### src/rtl/display_pkg.sv
// rtl/display_pkg.sv - shared constants, scan state encoding and digit select helper
package display_pkg;

    localparam int         NUM_DIGITS = 6;
    localparam logic [3:0] BLANK_CODE = 4'hF;

    typedef enum logic {
        SHOW = 1'b0,
        GAP  = 1'b1
    } scan_state_t;

    function automatic logic [3:0] digit_at(input logic [23:0] digits, input logic [2:0] idx);
        return digits[{idx, 2'b00} +: 4];
    endfunction

endpackage

### src/rtl/refresh_tick.sv
// rtl/refresh_tick.sv - prescaler counting 0..DIV-1 while enabled, tick on the last count
module refresh_tick #(
    parameter int DIV = 50000
) (
    input  logic clk,
    input  logic rst_n,
    input  logic en,
    output logic tick
);

    localparam int CW = (DIV > 1) ? $clog2(DIV) : 1;

    logic [CW-1:0] cnt_q;

    assign tick = en && (cnt_q == CW'(DIV - 1));

    always_ff @(posedge clk or negedge rst_n) begin
        if (!rst_n) begin
            cnt_q <= '0;
        end else if (en) begin
            cnt_q <= tick ? '0 : cnt_q + CW'(1);
        end
    end

endmodule

### src/rtl/display_scan.sv
// rtl/display_scan.sv - six-digit multiplexed display scanner with frame-synchronous update
module display_scan
    import display_pkg::*;
#(
    parameter int REFRESH_DIV  = 50000,
    parameter int BLANK_CYCLES = 16
) (
    input  logic        clk,
    input  logic        rst_n,
    input  logic [23:0] digits_in,
    input  logic        digits_valid,
    input  logic        blank_lead,
    output logic [3:0]  digit_out,
    output logic [5:0]  an,
    output logic        frame_done
);

    localparam int GW = (BLANK_CYCLES > 1) ? $clog2(BLANK_CYCLES) : 1;

    scan_state_t   state_q, state_d;
    logic [2:0]    idx_q;
    logic [GW-1:0] gap_q;
    logic          tick;
    logic          gap_done;
    logic          advance;
    logic          wrap;
    logic          wrapped_q;
    logic [23:0]   shadow_q;
    logic [23:0]   pend_q;
    logic          pend_flag;
    logic [3:0]    cur_digit;
    logic [3:0]    shown_digit;

    refresh_tick #(.DIV(REFRESH_DIV)) u_refresh_tick (
        .clk   (clk),
        .rst_n (rst_n),
        .en    (state_q == SHOW),
        .tick  (tick)
    );

    assign gap_done = (state_q == GAP) && (gap_q == GW'(BLANK_CYCLES - 1));

    always_comb begin
        state_d = state_q;
        advance = 1'b0;
        case (state_q)
            SHOW: begin
                if (tick) begin
                    if (BLANK_CYCLES > 0) state_d = GAP;
                    else                  advance = 1'b1;
                end
            end
            GAP: begin
                if (gap_done) begin
                    state_d = SHOW;
                    advance = 1'b1;
                end
            end
            default: state_d = SHOW;
        endcase
    end

    assign wrap = advance && (idx_q == 3'(NUM_DIGITS - 1));

    always_ff @(posedge clk or negedge rst_n) begin
        if (!rst_n) begin
            state_q   <= SHOW;
            idx_q     <= '0;
            gap_q     <= '0;
            wrapped_q <= 1'b0;
        end else begin
            state_q   <= state_d;
            wrapped_q <= wrap;
            if (advance) idx_q <= wrap ? 3'd0 : idx_q + 3'd1;
            gap_q <= (state_q == GAP && !gap_done) ? gap_q + GW'(1) : '0;
        end
    end

    // Shadow only changes at the wrap edge so a frame never mixes old and new digits.
    always_ff @(posedge clk or negedge rst_n) begin
        if (!rst_n) begin
            shadow_q  <= '0;
            pend_q    <= '0;
            pend_flag <= 1'b0;
        end else if (wrap) begin
            if (digits_valid)   shadow_q <= digits_in;
            else if (pend_flag) shadow_q <= pend_q;
            pend_flag <= 1'b0;
        end else if (digits_valid) begin
            pend_q    <= digits_in;
            pend_flag <= 1'b1;
        end
    end

    assign cur_digit   = digit_at(shadow_q, idx_q);
    assign shown_digit = (idx_q == 3'(NUM_DIGITS - 1) && blank_lead && cur_digit == 4'd0)
                         ? BLANK_CODE : cur_digit;

    always_ff @(posedge clk or negedge rst_n) begin
        if (!rst_n) begin
            an         <= '1;
            digit_out  <= BLANK_CODE;
            frame_done <= 1'b0;
        end else begin
            frame_done <= wrapped_q;
            if (state_q == SHOW) begin
                an        <= ~(6'b000001 << idx_q);
                digit_out <= shown_digit;
            end else begin
                an        <= '1;
                digit_out <= BLANK_CODE;
            end
        end
    end

endmodule

### config.mk
export PLATFORM = sky130hd
export DESIGN_NAME = display_scan
export DESIGN_NICKNAME = d
export VERILOG_FILES = /design/src/rtl/display_pkg.sv /design/src/rtl/refresh_tick.sv /design/src/rtl/display_scan.sv
export SDC_FILE = /design/constraint.sdc
export NUM_CORES = 1
export LEC_CHECK = 0
export ABC_AREA = 0
export BUFFER_PORTS_ARGS = -buffer_cell sky130_fd_sc_hd__buf_2
export CELL_PAD_IN_SITES_DETAIL_PLACEMENT = 1
export CELL_PAD_IN_SITES_GLOBAL_PLACEMENT = 2
export CORE_UTILIZATION = 36
export DETAILED_ROUTE_END_ITERATION = 12
export GPL_ROUTABILITY_DRIVEN = 0
export PLACE_DENSITY_LB_ADDON = 0.2
export RECOVER_POWER = 50
export SYNTH_ARGS = -nofsm -noshare
export SYNTH_HDL_FRONTEND = slang
export SYNTH_SLANG_ARGS = --single-unit
### constraint.sdc
create_clock -name clk -period 1.95 [get_ports clk]
set_input_delay 0.195 -clock clk [delete_from_list [all_inputs] [get_ports clk]]
set_output_delay 0.195 -clock clk [all_outputs]
set_load 0.01 [all_outputs]
Word-level counts from Yosys, hierarchy flattened
Cells that the tools add are included.
{ "totals": {"ff_bits": 85, "word_cells": 49} }
{ "classes": {"muxes": 15, "n_shift": 2, "n_bitwise": 3, "reduce_logical": 12, "n_addsub": 3, "eq_ne": 3} }
{ "op_table": {"columns": ["op", "count"], "rows": [
  ["2-to-1 mux 24 bit", 2],
  ["indexed part select 24 x 6 -> 4 bit", 1],
  ["adder 16 x 1 -> 16 bit, second input constant", 1],
  ["equality test 16 bit, second input constant", 1],
  ["2-to-1 mux 16 bit", 1],
  ["2-to-1 mux 4 bit", 3],
  ["logical AND 1 bit", 6],
  ["2-to-1 mux 6 bit", 1],
  ["NOT 6 bit", 1],
  ["left shift 1 x 3 -> 6 bit, first input constant", 1],
  ["2-to-1 mux 1 bit", 5],
  ["adder 4 x 1 -> 4 bit, second input constant", 1],
  ["equality test 4 bit, second input constant", 1],
  ["zero test 4 bit", 1],
  ["case mux 1 bit (2 select lines)", 2],
  ["AND reduction 2 bit", 2],
  ["nonzero test 2 bit", 2],
  ["adder 3 x 1 -> 3 bit, second input constant", 1],
  ["equality test 3 bit, second input constant", 1],
  ["2-to-1 mux 3 bit", 1],
  ["NOT 1 bit", 2],
  ["zero test 1 bit", 1]
]} }

Longest topological paths before layout
Gate-level depths: netlist (run 1).
{ "logic_depth": {"ltp_word": 7, "ltp_mapped": 8} }

Hierarchy
Synthesis (run 1) repeated with hierarchy kept, for this count alone.
{ "unflattened": {"hier_cells": 326, "hier_area_um2": 3854.9} }
{ "modules_own_cells": {"columns": ["module", "instances", "area_per_inst_um2", "cells_per_inst"], "rows": [
  ["display_scan", 1, 3075.4, 254],
  ["refresh_tick", 1, 779.5, 72]
]} }

Least setup slack after synthesis (run 1)
Ideal clock, no wire load.
{ "synth_timing": {"path_kind": "register -> register", "start": "register idx_q[1]", "end": "register pend_q[10]", "t_arrival_ns": 1.783, "stages_incl_launch_ff": 8, "synth_period_minus_slack_ns": 1.907, "path_slack_ns": 0.043, "t_required_ns": 1.825, "path_cell_list": "dfrtp_1 -> buf_4 -> inv_1 -> ha_1 -> nand2_1 -> o21ai_2 -> buf_2 -> mux2_2"} }
{ "synth_via": {"elab_chain_len": 4} }
{ "synth_rtl": {"columns": ["element", "line_no", "text"], "rows": [
  ["from (decl)", "display_scan.sv:21", "logic [2:0] idx_q;"],
  ["from (signal assigned)", "display_scan.sv:74", "if (advance) idx_q <= wrap ? 3'd0 : idx_q + 3'd1;"],
  ["equality test 3 bit", "display_scan.sv:63", "assign wrap = advance && (idx_q == 3'(NUM_DIGITS - 1));"],
  ["logical AND 1 bit", "display_scan.sv:63", null],
  ["NOT 1 bit (no line)", null, null],
  ["AND reduction 2 bit (no line)", null, null],
  ["to (signal assigned)", "display_scan.sv:90", "pend_q <= digits_in;"],
  ["to (decl)", "display_scan.sv:29", "logic [23:0] pend_q;"]
]} }
Every way passes these cells.
A chain may end at the register's enable or synchronous reset.

Final worst setup path (run 1)
{ "layout_timing": {"start": "register gap_q[0]", "end": "register pend_q[20]"} }
{ "layout_via": {"elab_chain_len": 7} }
{ "layout_rtl": {"columns": ["element", "line_no", "text"], "rows": [
  ["from (decl)", "display_scan.sv:22", "logic [GW-1:0] gap_q;"],
  ["from (signal assigned)", "display_scan.sv:75", "gap_q <= (state_q == GAP && !gap_done) ? gap_q + GW'(1) : '0;"],
  ["equality test 4 bit", "display_scan.sv:41", "assign gap_done = (state_q == GAP) && (gap_q == GW'(BLANK_CYCLES - 1));"],
  ["logical AND 1 bit", "display_scan.sv:41", null],
  ["2-to-1 mux 1 bit", "display_scan.sv:54", "if (gap_done) begin"],
  ["case mux 1 bit (2 select lines)", "display_scan.sv:46", "case (state_q)"],
  ["logical AND 1 bit", "display_scan.sv:63", null],
  ["NOT 1 bit (no line)", null, null],
  ["AND reduction 2 bit (no line)", null, null]
]} }
Every way passes these cells.

==> results.yml, run 1 <==
synthesis:
  avgSynthCellArea_sq_um: 11.8
  synth-edff-count: 0
  async_reset_ff_share_pct: 100
  syn_nets: 359
  synth_cell_types: 40
  ys_ff_latch: 85
  ys_warn_count: 0
  synth_ff_type: "dfrtp_1"
  postSynthCellCount: 324
  ys_seq_area_share_pct: 55.8
  synth_area_sq_um: 3830
floorplan:
  ios: 39
  die-area_sq_um: 11100
  rows: 37
  initial_core_util_pct: 37.1
  die-height_microns: 105
  die_w_microns: 105
  core_sq_um: 10300
setup_path:
  required_ns: 2.20
  r2r-start: "gap_q[0]"
  end_kind: "flip-flop"
  r2r_end: "pend_q[20]"
  crit_fanout: 8
  arrival_ns: 2.03
  rr_worst_depth: 5
  critPathLaunchType: "flip-flop"
  worstSetupPathType: "reg2reg"
  r2r_slack_ns: 0.17
finish:
  nFillCells: 1123
  layout-drive-gt1-share_pct: 27.9
  design_area_sq_um: 4460
  syn2layout_area_growth_pct: 16.4
  final_cells: 512
  layout_common_cells: "dfrtp_1, nor2_1, buf_2"
  fin_nets: 406
  layout_commonest_cell: "dfrtp_1"
  antennaDiodeCount: 0
timing:
  tightestPinTransition_ns: 0.957
  slew_viol_final: 0
  hold_viol: 0
  fin_crit_sh_pct: 91.2
  timing.hold.ws_ns: 0.0773
  max_freq_ghz: 0.562
  final.setup.tns_ns: 0
  rsz0062_at_grt: "no"
  min_period_ns: 1.78
  setup_ws_ns: 0.171
  skew_ns: 0.0140
  slew_headroom_pct: 36.2
  finalSetupViolCount: 0
min_path:
  hold_class: "in2reg"
  min_to: "pend_q[22]"
  hp-start: "digits_in[22]"
  min_path_cells: 2
route:
  avgRoutedWirePerCell_microns: 14.7
  ant_nets: 0
  drc_errors: 0
  drt-pass1-iter-count: 4
  vias_per_cell: 4.90
  first_iter_violations: 52
  route.vias.total: 2508
  wl_mm: 7.51
pwr:
  p_int_w: 0.00271
  pwr-share-seq_pct: 54.0
  ir_worst_vdd_mv: 0.561
  switchingPower_w: 0.000804
  p_leak_nw: 2.01
  combinationalPowerShare_pct: 7.6
  switching_share_pct: 22.9
  clock_power_share_pct: 38.4
  power_density_nw_per_um2: 786
global_routing:
  grt_overflow: 0
  grt_use_total_pct: 15.3
  antenna_found_initial: 0
  grt_pass1_vias: 2598
  grt_max_degree: 49
  grt_pass1_wl_mm: 13.0
placement:
  dp_hpwl_mm: 5.44
  place_area_sq_um: 4250
  io_buffers: 38
  dp_cells: 495
  dp_worst_setup_slack_ns: 0.139
cts:
  htree_num_levels: 3
  clock-sinks: 85
  postCtsSetupBuffers: 0
  numCtsBuffers: 9
  cts_tree: "yes"
  clock_path_buffers: 2
  clk_latency_ns: 0.36
  cts-root-buf: "clkbuf_8"
  clk_pin_slew_ns: 0.09
status:
  status: "finished, final reports clean"
flow_run:
  drv_cap: 0
how the worst max path moves through the flow:
stage	start	to	slack, ns	depth (start not counted)
6_report	gap_q[0]	pend_q[20]	0.17	5
5_1_grt	idx_q[0]	digit_out[3]	0.01	5
4_1_cts	idx_q[0]	digit_out[3]	0.11	5
3_5_place_dp	idx_q[0]	digit_out[3]	0.14	5
3_3_place_gp	idx_q[0]	digit_out[3]	0.21	5
2_1_floorplan	idx_q[1]	pend_q[10]	0.04	7
state kept, by name (all words and copies together), names as in the netlist:
| signal | cells |
|---|---|
| an | 6 |
| digit_out | 4 |
| frame_done | 1 |
| gap_q | 4 |
| idx_q | 3 |
| pend_flag | 1 |
| pend_q | 24 |
| shadow_q | 24 |
| state_q | 1 |
| u_refresh_tick.cnt_q | 16 |
| wrapped_q | 1 |
power groups by stage:
stage | combinational, W | clock [W] | sequential [W]
after global placement | 0.000275 | 0 | 0.00193
after CTS | 0.000281 | 0.00140 | 0.00190
after detailed placement | 0.000278 | 0 | 0.00193
final | 0.000267 | 0.00135 | 0.00190
after global routing | 0.000305 | 0.00147 | 0.00191
after floorplan | 0.000155 | 0 | 0.00192
routing by layer:
metal | global-route usage (%) | vias to the layer above | share of wire, %
met1 | 19.5 | 1238 | 46
met4 | 5.73 | 0 | 1.5
met5 | 0 | - | 0
met3 | 4.55 | 10 | 2.9
li1 | - | 1228 | -
met2 | 24.4 | 32 | 49
final cells by class:
type | instances | area, sq um | share of cell area [%]
sequential | 85 | 2140 | 48.0
multi-input combinational | 216 | 1580 | 35.5
timing repair buffer | 53 | 332 | 7.43
tap | 136 | 170 | 3.81
clock buffer | 10 | 128 | 2.86
clock inverter | 6 | 87.6 | 1.96
inverter | 6 | 22.5 | 0.504
worst max-delay path, stage by stage, from the launching register on:
cell and delay (ns):
dfrtp_1 0.39, ha_1 0.24, nand4_2 0.21, o21ai_2 0.28, buf_4 0.22, mux2_2 0.34
logic make-up after synthesis:
logic type	share of synthesized area (%)
multiplexers	17.0
adder cells (fa/ha/maj)	2.28
flip-flops	55.8
AO/OA/AOI/OAI	6.43
AND/OR/NAND/NOR	12.2
buffers and inverters	3.00
XOR/XNOR	3.20
Yosys cell counts, types with 3 or more instances:
cell type | instances | share of area [%]
clkbuf_1 | 3 | 0.29
dfstp_2 | 10 | 6.9
a21oi_1 | 25 | 3.3
ha_1 | 7 | 2.3
o31ai_1 | 4 | 0.78
and3_1 | 4 | 0.65
mux2i_1 | 33 | 8.6
o21ai_0 | 5 | 0.65
inv_1 | 6 | 0.59
nand3_1 | 6 | 0.78
dfrtp_1 | 75 | 49
nor3_1 | 5 | 0.65
mux2_2 | 24 | 7.0
xnor2_1 | 8 | 1.8
nand2_1 | 14 | 1.4
xor2_1 | 6 | 1.4
and4b_1 | 3 | 0.78
buf_2 | 9 | 1.2
nor2_1 | 40 | 3.9
nand2b_1 | 6 | 0.98
nor4_1 | 3 | 0.49
through the flow:
stage          power (W)  util [%]
5_1_grt          0.00369      43.2
4_1_cts          0.00358      43.4
6_report         0.00351      43.2
3_5_place_dp     0.00221      41.2
2_1_floorplan    0.00207         -
3_3_place_gp     0.00220      41.2
timing repair:
action | CTS | global route
gates resized for setup | 0 | 1
hold buffers | 1 | 0
hold endpoints to repair | 26 | 0
endpoints found under the setup margin | 0 | 1
Note: power is estimated with default switching activity, not from simulation.
==> run 2: changes to the inputs <==
--- a/config.mk
+++ b/config.mk
@@ -7,9 +7,11 @@
 export LEC_CHECK = 0
 export ABC_AREA = 0
 export BUFFER_PORTS_ARGS = -buffer_cell sky130_fd_sc_hd__buf_2
-export CELL_PAD_IN_SITES_DETAIL_PLACEMENT = 1
+export CELL_PAD_IN_SITES_DETAIL_PLACEMENT = 2
 export CELL_PAD_IN_SITES_GLOBAL_PLACEMENT = 2
+export CORE_MARGIN = 10
 export CORE_UTILIZATION = 36
+export CTS_CLUSTER_DIAMETER = 60
 export DETAILED_ROUTE_END_ITERATION = 12
 export GPL_ROUTABILITY_DRIVEN = 0
 export PLACE_DENSITY_LB_ADDON = 0.2
==> run 2 against run 1 <==
  * Sequential cell count did not move
  * Design area shrank 0.20%
  * Critical path depth shrank 1
  * Critical endpoint is now digit_out[1]
  * Largest cell class unchanged
==> results.yml, run 2 (synthesis results as in run 1) <==
route:
  dr_wl_met2_mm: 4.58
  wl_mm: 8.94
  met3WireLength_microns: 329
  avgRoutedWirePerCell_microns: 17.4
  ant_nets: 0
  drt-pass1-iter-count: 4
  route.vias.total: 2589
  drt-met1-wl_mm: 3.95
  vias_per_cell: 5.03
  top_layer: "met4"
  drc_errors: 0
  first_iter_violations: 109
flow_run:
  drv_cap: 0
setup_path:
  worstSetupPathType: "reg2reg"
  crit_slowest_cell: "or4_1"
  critical_path.top_delay_family: "simple AND/OR/NAND/NOR gates"
  required_ns: 2.21
  cp.buffers_inverters: 0
  crit_chain: "mux2i_2 -> o2111ai_1 -> or4_1 -> o21ai_0"
  critPathLaunchType: "flip-flop"
  crit_fanout: 4
  critPathMaxStageDelay_ns: 0.60
  end_kind: "flip-flop"
  arrival_ns: 2.09
global_routing:
  grt_max_degree: 49
  grt_overflow: 0
  grt_pass1_vias: 2962
  grt_pass1_wl_mm: 15.2
  antenna_found_initial: 0
  grt_use_total_pct: 12.7
placement:
  dp_hpwl_mm: 6.68
  place_area_sq_um: 4250
  io_buffers: 38
finish:
  fin_nets: 409
  layout-drive-gt1-share_pct: 28.2
  reg.largest.list: "pend_q: 24 flops, shadow_q: 24 flops, u_refresh_tick.cnt_q: 16 flops"
  antennaDiodeCount: 0
  layout_commonest_cell: "dfrtp_1"
  syn2layout_area_growth_pct: 16.2
  fin_util_pct: 43.0
  nFillCells: 1125
  design_area_sq_um: 4460
  layout_common_cells: "dfrtp_1, nor2_1, buf_2"
cts:
  htree_num_levels: 3
  clock_path_buffers: 2
  clk_pin_slew_ns: 0.08
  postCtsSetupBuffers: 0
  clk_latency_ns: 0.35
  numCtsBuffers: 9
  clock-sinks: 85
  cts_tree: "yes"
  cts-root-buf: "clkbuf_8"
timing:
  skew_ns: 0.00663
  finalSetupViolCount: 0
  tightestPinTransition_ns: 1.40
  slew_viol_final: 0
  max_freq_ghz: 0.548
  slew_headroom_pct: 6.65
  final.setup.tns_ns: 0
  hold_viol: 0
  fin_crit_sh_pct: 93.6
  rsz0062_at_grt: "no"
  min_period_ns: 1.83
pwr:
  p_leak_nw: 2.02
  power_density_nw_per_um2: 764
  ir_worst_vdd_mv: 0.392
floorplan:
  die-height_microns: 123
  rows: 37
  core_sq_um: 10400
  die_w_microns: 123
  die-area_sq_um: 15200
  initial_core_util_pct: 37.0
  ios: 39
min_path:
  hold_class: "in2reg"
status:
  status: "finished, final reports clean"
-- run 2: cell types whose count changed in the layout (fill, tap and decap cells not counted) --
cell        change
buf_4           +8
clkbuf_8        +1
clkinvlp_4      -2
clkbuf_1        +2
mux2i_1         -1
clkbuf_2        -4
bufinv_16       -1
buf_6           +1
mux2i_2         +1
clkinv_2        +1
buf_2           -1
buf_12          -2
-- run 2: path summary, 6_finish.rpt --
kind	start	depth (start not counted)	slack, ns	to
min in group asynchronous	rst_n	2	0.70	idx_q[0]
worst max-delay path	idx_q[0]	4	0.12	digit_out[1]
worst min register to register	wrapped_q	0	0.36	frame_done
max in group asynchronous	rst_n	3	0.30	digit_out[3]
worst max register to register	idx_q[0]	4	0.12	digit_out[1]
worst min-delay path	digits_in[14]	2	0.09	pend_q[14]
-- run 2: per-stage QoR --
stage	worst slack, ns	power (W)	instances	hold slack [ns]
6_report	0.124	0.00340	515	0.0895
5_1_grt	0.00470	0.00359	515	0.0666
4_1_cts	0.0279	0.00349	515	0.0660
3_5_place_dp	0.0545	0.00221	498	0.124
3_3_place_gp	0.116	0.00220	498	0.132
2_1_floorplan	0.0425	0.00207	324	-0.101
-- run 2: area by class of cell --
| cell class | instances | area [sq um] | share of cell area (%) |
|---|---|---|---|
| inverter | 6 | 22.5 | 0.505 |
| multi-input combinational | 216 | 1590 | 35.6 |
| timing repair buffer | 56 | 342 | 7.67 |
| tap | 136 | 170 | 3.82 |
| clock buffer | 12 | 145 | 3.26 |
| sequential | 85 | 2140 | 48.0 |
| clock inverter | 4 | 47.5 | 1.07 |
-- run 2: power by group --
group / internal, W / switching (W)
Clock: 0.000624 / 0.000611
Combinational: 0.000133 / 0.000139
Sequential: 0.00185 / 0.0000444
Total: 0.00261 / 0.000794
-- run 2: per-layer routing --
metal  vias to the layer above  track usage [%]
met4                         0             4.59
met2                        29             21.4
met5                         -                0
met1                      1327             15.3
met3                         5             3.46
li1                       1228                -
-- run 2: what timing repair did --
item,in CTS,in global routing
hold endpoints to repair,19,0
gates resized for setup,0,3
setup endpoints to repair,0,5
hold buffers,1,0
-- run 2: worst reg2reg max path, delay by kind of cell (launching register included) --
kind	cells	cell delay, ns
AO/OA/AOI/OAI	2	0.44
flip-flops	1	0.43
multiplexers	1	0.27
AND/OR/NAND/NOR	1	0.60
==> run 3: changes to the inputs <==
--- a/config.mk
+++ b/config.mk
@@ -7,10 +7,8 @@
 export LEC_CHECK = 0
 export ABC_AREA = 0
 export BUFFER_PORTS_ARGS = -buffer_cell sky130_fd_sc_hd__buf_2
-export CELL_PAD_IN_SITES_DETAIL_PLACEMENT = 2
-export CELL_PAD_IN_SITES_GLOBAL_PLACEMENT = 2
 export CORE_MARGIN = 10
-export CORE_UTILIZATION = 36
+export CORE_UTILIZATION = 53
 export CTS_CLUSTER_DIAMETER = 60
 export DETAILED_ROUTE_END_ITERATION = 12
 export GPL_ROUTABILITY_DRIVEN = 0
==> run 3 against run 2 <==
  * Wire length fell by 20%
  * Sequential power about the same
  * Worst setup slack worse by 0.0084 ns
  * Maximum frequency is 0.46% lower
  * Total power decreased by 3.9%
  * Critical endpoint is now digit_out[3]
==> results.yml, run 3 (synthesis results as in run 1) <==
timing:
  slew_headroom_pct: 29.2
  final.setup.tns_ns: 0
  timing.hold.ws_ns: 0.0901
  finalSetupViolCount: 0
  rsz0062_at_grt: "no"
  min_period_ns: 1.83
  setup_ws_ns: 0.116
  hold_viol: 0
  max_freq_ghz: 0.545
  tightestPinTransition_ns: 1.06
  fin_crit_sh_pct: 94.1
  skew_ns: 0.00788
  slew_viol_final: 0
placement:
  dp_worst_setup_slack_ns: 0.0929
  dp_hpwl_mm: 5.19
  place_area_sq_um: 4210
  io_buffers: 38
pwr:
  p_int_w: 0.00251
  p_leak_nw: 2.00
  power_density_nw_per_um2: 748
  combinationalPowerShare_pct: 7.9
  switchingPower_w: 0.000761
  switching_share_pct: 23.3
  ir_worst_vdd_mv: 0.447
  clock_power_share_pct: 34.1
  pwr-share-seq_pct: 58.0
floorplan:
  initial_core_util_pct: 55.5
  core_sq_um: 6910
  die-height_microns: 105
  ios: 39
  die_w_microns: 105
  die-area_sq_um: 11000
  rows: 30
setup_path:
  crit_chain: "mux2i_1 -> o2111ai_1 -> or4_1 -> o31ai_1"
  crit_slowest_cell: "or4_1"
  worstSetupPathType: "reg2reg"
  required_ns: 2.20
  arrival_ns: 2.08
  crit_fanout: 5
  critical_path.top_delay_family: "simple AND/OR/NAND/NOR gates"
  critPathMaxStageDelay_ns: 0.59
  critPathLaunchType: "flip-flop"
  end_kind: "flip-flop"
  cp.buffers_inverters: 0
global_routing:
  grt_max_degree: 44
  antenna_found_initial: 0
  grt_pass1_wl_mm: 12.5
  grt_pass1_vias: 2609
  grt_use_total_pct: 13.6
  grt_overflow: 0
route:
  wl_mm: 7.15
  avgRoutedWirePerCell_microns: 15.2
  drc_errors: 0
  ant_nets: 0
  first_iter_violations: 130
  drt-pass1-iter-count: 5
  vias_per_cell: 5.31
  route.vias.total: 2499
cts:
  clock_path_buffers: 2
  cts_tree: "yes"
  numCtsBuffers: 9
  clk_latency_ns: 0.35
  htree_num_levels: 3
  cts-root-buf: "clkbuf_8"
  clk_pin_slew_ns: 0.08
  clock-sinks: 85
  postCtsSetupBuffers: 0
finish:
  layout_commonest_cell: "dfrtp_1"
  nFillCells: 586
  reg.largest.list: "pend_q: 24 flops, shadow_q: 24 flops, u_refresh_tick.cnt_q: 16 flops"
  fin_util_pct: 63.3
  syn2layout_area_growth_pct: 14.1
  layout-drive-gt1-share_pct: 27.5
  design_area_sq_um: 4370
  fin_nets: 405
  layout_common_cells: "dfrtp_1, nor2_1, buf_2"
  antennaDiodeCount: 0
status:
  status: "finished, final reports clean"
min_path:
  hold_class: "in2reg"
flow_run:
  drv_cap: 0
==> run 3: cell types whose count changed in the layout (fill, tap and decap cells not counted), sizes merged <==
cell	previous run	this run
clkinv	2	3
buf	53	46
bufinv	1	0
clkbuf	14	17
==> run 3: power by group through the flow <==
stage	sequential [W]	combinational [W]	clock [W]
2_1_floorplan	0.00192	0.000155	0
3_3_place_gp	0.00193	0.000261	0
3_5_place_dp	0.00193	0.000269	0
4_1_cts	0.00190	0.000271	0.00115
5_1_grt	0.00191	0.000292	0.00123
6_report	0.00190	0.000259	0.00111
==> run 3: layout make-up <==
type | instances | area, sq um | share of cell area (%)
clock buffer | 12 | 155 | 3.55
clock inverter | 4 | 22.5 | 0.515
inverter | 6 | 22.5 | 0.515
multi-input combinational | 216 | 1580 | 36.2
sequential | 85 | 2140 | 49.0
tap | 96 | 120 | 2.75
timing repair buffer | 52 | 328 | 7.50
==> run 3: worst reg2reg max path, cell delays in order, from the launching register on <==
cell,delay [ns]
dfrtp_2,0.43
mux2i_1,0.25
o2111ai_1,0.18
or4_1,0.59
o31ai_1,0.28
==> run 3: through the flow <==
step                instances  power [W]
floorplan                 324    0.00207
global placement          454    0.00219
detailed placement        454    0.00220
CTS                       471    0.00332
global route              471    0.00343
finish                    471    0.00327
==> run 3: path summary, 6_finish.rpt <==
check | from | end | slack (ns) | cells after the start
min in group asynchronous | rst_n | shadow_q[0] | 0.59 | 2
worst max register to register | idx_q[0] | digit_out[3] | 0.12 | 4
worst min register to register | wrapped_q | frame_done | 0.36 | 0
max in group asynchronous | rst_n | an[1] | 0.28 | 3
worst max-delay path | idx_q[0] | digit_out[3] | 0.12 | 4
worst min-delay path | digits_in[0] | pend_q[0] | 0.09 | 2
==> run 3: what timing repair did <==
action,in CTS,in global routing
hold buffers,1,0
gates resized for setup,0,1
setup endpoints to repair,0,1
hold endpoints to repair,37,0
==> run 3: routing by layer <==
metal	GRT usage, %	up-vias	share of wire [%]
li1	-	1233	-
met1	17.5	1190	46
met2	21.4	63	47
met3	3.56	13	4.7
met4	5.59	0	1.8
met5	0	-	0
